**config.mk**
```make
export PLATFORM = sky130hd
export DESIGN_NAME = obf_seqctrl
export DESIGN_NICKNAME = d
export VERILOG_FILES = /design/src/rtl/obf_seqctrl.sv
export SDC_FILE = /design/constraint.sdc
export NUM_CORES = 1
export LEC_CHECK = 0
export CORE_UTILIZATION = 44
export CTS_CLUSTER_DIAMETER = 60
export CTS_CLUSTER_SIZE = 24
export DETAILED_ROUTE_END_ITERATION = 7
export GPL_TIMING_DRIVEN = 0
export PLACE_DENSITY = 0.95
export SYNTH_ARGS = -nofsm -noshare
export SYNTH_HDL_FRONTEND = slang
export SYNTH_SLANG_ARGS = --single-unit
```
**constraint.sdc**
```tcl
create_clock -name clk -period 2.75 [get_ports clk]
set_input_delay 0.4125 -clock clk [delete_from_list [all_inputs] [get_ports clk]]
set_output_delay 0.4125 -clock clk [all_outputs]
set_load 0.03 [all_outputs]
```
**src/rtl/obf_seqctrl.sv**
```systemverilog
// obf_seqctrl: sits between fetch and decode. A fetched instruction either
// passes straight through (obf_en=0) or is replaced by a sequence of words
// produced by an external combinational generator (obf_en=1).
// Latency: pass-through 1 cycle; the first obfuscated word appears 2 edges
// after accept, then one word per cycle while decode is ready.
// Backpressure: fetch is stalled (if_ready=0) for the whole sequence and
// whenever the decode slot is occupied and not being drained. In a sequence,
// a stalled decode slot freezes ppc and the output word.
//
// Ports:
//   clk, rst            clock, asynchronous active-low reset
//   obf_en, flush       obfuscation enable (sampled at accept), pipeline flush
//   if_valid/if_insn/if_ready   fetch-side handshake
//   id_valid/id_insn/id_ready   decode-side handshake
//   gen_ref_insn, gen_ppc       drive the generator (reference word, index)
//   gen_insn, gen_last, gen_skip  generator results for the current index
//   busy                high while a sequence is running
//   ovf                 sticky: a sequence ran out of index space
module obf_seqctrl #(
  parameter int OBF_PPC_WIDTH = 4
) (
  input  logic                     clk,
  input  logic                     rst,
  input  logic                     obf_en,
  input  logic                     flush,
  input  logic                     if_valid,
  input  logic [31:0]              if_insn,
  output logic                     if_ready,
  output logic                     id_valid,
  output logic [31:0]              id_insn,
  input  logic                     id_ready,
  output logic [31:0]              gen_ref_insn,
  output logic [OBF_PPC_WIDTH-1:0] gen_ppc,
  input  logic [31:0]              gen_insn,
  input  logic                     gen_last,
  input  logic                     gen_skip,
  output logic                     busy,
  output logic                     ovf
);

  localparam int W = OBF_PPC_WIDTH;

  typedef enum logic {
    IDLE = 1'b0,
    SEQ  = 1'b1
  } state_t;

  state_t         state, state_nxt;
  logic [W-1:0]   ppc, ppc_nxt;
  logic [31:0]    ref_insn, ref_nxt;
  logic [31:0]    insn_q, insn_nxt;
  logic           vld_q, vld_nxt;
  logic           ovf_q, ovf_nxt;

  logic           slot_free;
  logic           accept;
  // One extra bit so that running off the end of the index space is
  // visible as a carry instead of silently wrapping to a low index.
  logic [W:0]     ppc_sum;

  assign slot_free    = !vld_q || id_ready;
  assign if_ready     = (state == IDLE) && slot_free && !flush;
  assign accept       = if_valid && if_ready;
  assign ppc_sum      = {1'b0, ppc} + {{(W-1){1'b0}}, gen_skip, !gen_skip};

  assign id_valid     = vld_q;
  assign id_insn      = insn_q;
  assign gen_ref_insn = ref_insn;
  assign gen_ppc      = ppc;
  assign busy         = (state == SEQ);
  assign ovf          = ovf_q;

  always_ff @(posedge clk or negedge rst) begin
    if (!rst) begin
      state    <= IDLE;
      ppc      <= '0;
      ref_insn <= '0;
      insn_q   <= '0;
      vld_q    <= 1'b0;
      ovf_q    <= 1'b0;
    end else begin
      state    <= state_nxt;
      ppc      <= ppc_nxt;
      ref_insn <= ref_nxt;
      insn_q   <= insn_nxt;
      vld_q    <= vld_nxt;
      ovf_q    <= ovf_nxt;
    end
  end

  always_comb begin
    state_nxt = state;
    ppc_nxt   = ppc;
    ref_nxt   = ref_insn;
    insn_nxt  = insn_q;
    vld_nxt   = vld_q;
    ovf_nxt   = ovf_q;

    if (flush) begin
      // Flush wins over everything; ovf is deliberately left alone.
      vld_nxt   = 1'b0;
      ppc_nxt   = '0;
      state_nxt = IDLE;
    end else if (state == IDLE) begin
      // The current word drains this edge unless a new one replaces it.
      if (vld_q && id_ready) begin
        vld_nxt = 1'b0;
      end
      if (accept) begin
        if (obf_en) begin
          ref_nxt   = if_insn;
          ppc_nxt   = '0;
          state_nxt = SEQ;
        end else begin
          insn_nxt = if_insn;
          vld_nxt  = 1'b1;
        end
      end
    end else if (slot_free) begin
      insn_nxt = gen_insn;
      vld_nxt  = 1'b1;
      if (gen_last) begin
        ppc_nxt   = '0;
        state_nxt = IDLE;
      end else if (ppc_sum[W]) begin
        // Index space exhausted: the word just emitted becomes the last one.
        ppc_nxt   = '0;
        state_nxt = IDLE;
        ovf_nxt   = 1'b1;
      end else begin
        ppc_nxt = ppc_sum[W-1:0];
      end
    end
  end

endmodule

```
==> results by group <==
Run status
  – Status: completed

Finish
  – Diode count: 0
  – Share of cells above drive strength 1: 14.1%
  – Post-layout util: 71.5%
  – Layout area overhead: 56.8%
  – Fill count: 504
  – FF/Latch Area: 1780 um2
  – Area of the multi-input gates: 1220 um2
  – Layout net count: 481
  – Post-route insts no fill: 506

Drt
  – DRC: 0
  – Post-DR vias/cell: 4.97
  – Via count: 2515
  – DRT Wirelength: 7.97 mm
  – ANT nets after route: 0
  – First-pass iteration count of the detailed router: 4
  – WL/cell: 15.7 um
  – 1st-iter DRT viols: 84

Floorplan
  – Die ar.: 7390 um2
  – # rows: 30
  – Die width: 85.9 um
  – Die Span Y: 85.9 um
  – Initial cell density of the core: 45.6%
  – Core box area: 6790 um2
  – IO Pins: 144

CTS
  – Reg clk slew, reported paths: 0.07 ns
  – CTS root buf: clkbuf_8
  – TritonCTS clock tree: done
  – Clk Latency, worst-skew pair: 0.33 ns
  – Hold-fix buffers at CTS: 0
  – H-tree Lvls: 3
  – Clock buffer depth: 2
  – Setup Buffers After CTS: 0
  – Total CTS buffers: 9
  – CTS sink count: 71
  – Post-CTS Resized: 0

Placed design
  – Pre-CTS WS: 0.449 ns
  – Post-DP HPWL: 6.12 mm
  – Placer Congestion: 0.750
  – Port bufs: 143
  – Placed cell count: 491

Pwr
  – Cell area power density: 793 nW/um2
  – Tot Pwr: 0.00385 W
  – P_leak: 2.03 nW
  – Peak VDD IR: 0.571 mV

Global routing
  – Largest net degree at the start of global routing: 72
  – First-pass GRT wire length: 13.0 mm
  – Antenna violations before repair: 0
  – Grt total ovfl: 0
  – Number of global-route vias before repair: 2713
  – Gr usage total: 23.0%

STA
  – Slew @ Worst Pin: 0.883 ns
  – Min Tclk post-route: 2.51 ns
  – Final count of hold timing violations: 0
  – Fin worst setup slack: 0.238 ns
  – Setup TNS: 0 ns
  – Max_slew headroom: 41.1%
  – Unrepaired setup endpoints after global routing: no
  – Slew Limit Fails: 0
  – # setup viols final: 0
  – Fmax: 398 MHz
  – Tcrit/Tclk final: 91.3%
  – Skew final: 0.00625 ns

Setup path
  – CP cell instances: buf_6 -> buf_2 -> nor3_1 -> clkdlybuf4s50_1
  – CP Depth: 4
  – Slowest cell delay on critical path: 0.69 ns
  – CP Capture Type: output pin
  – Crit start category: register
  – Crit path kind: register to output pin
  – FF-to-FF End: gen_ref_insn[9]$_DFFE_PN0P_
  – Crit Path Max Fanout: 10
  – Worst Path Arrival: 2.10 ns
  – CP top delay family: buffers and inverters
  – Worst R2R Start: id_valid$_DFFE_PN0P_
  – CP bufs+invs: 3
  – CP max-delay cell: clkdlybuf4s50_1
  – Worst-case reg-to-reg path depth: 4
  – Worst EP required: 2.34 ns
  – R2R Setup Slk: 0.99 ns

Flow run
  – Maxcap violations: 0

Synth
  – Post-synth top area cell: dfrtp_1
  – Post-Synthesis Cells: 252
  – Ys async rst share: 100%
  – Sequential share of the synthesized area: 57.3%
  – Syn_area_per_cell: 12.3 um2
  – Register bit total from synthesis: 71
  – Syn_nets: 327
  – Warnings, synthesis: 0
  – Post-synth top area share: 57.3%
  – Primary FF master, synth: dfrtp_1
  – Distinct cells, synth: 30
  – EDFF count, synth: 0
  – Syn Std Cell Area: 3100 um2
  – Top post-synthesis cells by area: dfrtp_1 (57%), mux2_2 (12%), mux2i_1 (10%), o21ai_0 (5.8%), nand2_1 (4.4%)

Worst hold path
  – Hold Crit Class: input pin to asynchronous set/reset pin
## cells in the mapped netlist, drive strengths merged (2+ instances only)
library cell  instances
nor2                  2
clkbuf                6
nand2b                2
a31oi                 2
o21ai                36
nor3                  2
mux2                 32
dfrtp                71
nor2b                 2
buf                   7
a21oi                 2
ha                    2
nand2                36
inv                   5
mux2i                32
## layout make-up
type                            count  share of cell area [%]
Clock inverter                      4                    1.44
Tap cell                           96                    2.47
Buffer                             13                    1.70
Inverter                            5                   0.386
Timing Repair Buffer              143                    29.4
Multi-Input combinational cell    163                    25.1
Sequential cell                    71                    36.6
Clock buffer                       11                    2.91
## cells in the final DEF, fill, tap and decap left out
cell type / n
mux2_2: 32
o21ai_0: 36
ha_1: 2
buf_2: 3
clkdlybuf4s50_1: 142
a22o_1: 1
nor2b_2: 1
nor3_1: 2
nor2b_1: 1
bufinv_16: 2
o21bai_1: 1
nor3b_2: 1
nor2_1: 2
or3_1: 1
inv_1: 5
a31oi_1: 2
buf_4: 1
nor4_4: 1
fa_1: 1
o211ai_2: 1
a21oi_1: 2
mux2i_1: 32
and2_1: 1
o21a_1: 1
clkinv_2: 2
a41oi_1: 1
nand2b_1: 2
nand3b_1: 1
dfrtp_1: 71
buf_6: 4
a21o_1: 1
nand2_1: 36
clkbuf_8: 10
clkbuf_1: 7
o31ai_1: 1
## kinds of logic (layout without fill, tap and decap cells)
logic type	count (synthesis)	count (layout)	share of synthesized area, %
compound gates	47	47	8.47
fa+ha+maj	3	3	1.45
flops	71	71	57.3
simple gates	49	49	7.55
mux	64	64	22.0
buf+inv	18	176	3.27
## registers in the layout, summed over array words and instances, names as in the netlist
| name | flops |
|---|---|
| busy | 1 |
| gen_ppc | 4 |
| gen_ref_insn | 32 |
| id_insn | 32 |
| id_valid | 1 |
| ovf | 1 |
## where the power goes
part,total [W],internal (W),switching (W)
Sequential,0.00142,0.00129,0.000128
Combinational,0.00154,0.000691,0.000846
Clock,0.000897,0.000528,0.000369
## how the worst max path moves through the flow
stage	endpoint	from
6_report	if_ready	busy$_DFF_PN0_
5_1_grt	if_ready	busy$_DFF_PN0_
4_1_cts	if_ready	busy$_DFF_PN0_
3_5_place_dp	gen_ppc[0]$_DFFE_PN0P_	gen_skip
3_3_place_gp	gen_ref_insn[17]$_DFFE_PN0P_	rst
2_1_floorplan	if_ready	busy$_DFF_PN0_
## through the flow
stage / hold slack [ns] / cell area (um2)
after floorplan: 0.117 / 3100
after global placement: 0.460 / 4650
after detailed placement: 0.464 / 4650
after CTS: 0.231 / 4860
after global routing: 0.273 / 4860
final: 0.188 / 4860
## layer usage
| metal | global-route usage [%] | vias up | part of all wire [%] |
|---|---|---|---|
| li1 | - | 1192 | - |
| met1 | 26.9 | 1220 | 40 |
| met2 | 40.5 | 92 | 53 |
| met3 | 6.35 | 11 | 6.3 |
| met4 | 8.33 | 0 | 1.4 |
| met5 | 0 | - | 0 |
Power figures use the tool's default switching activity.
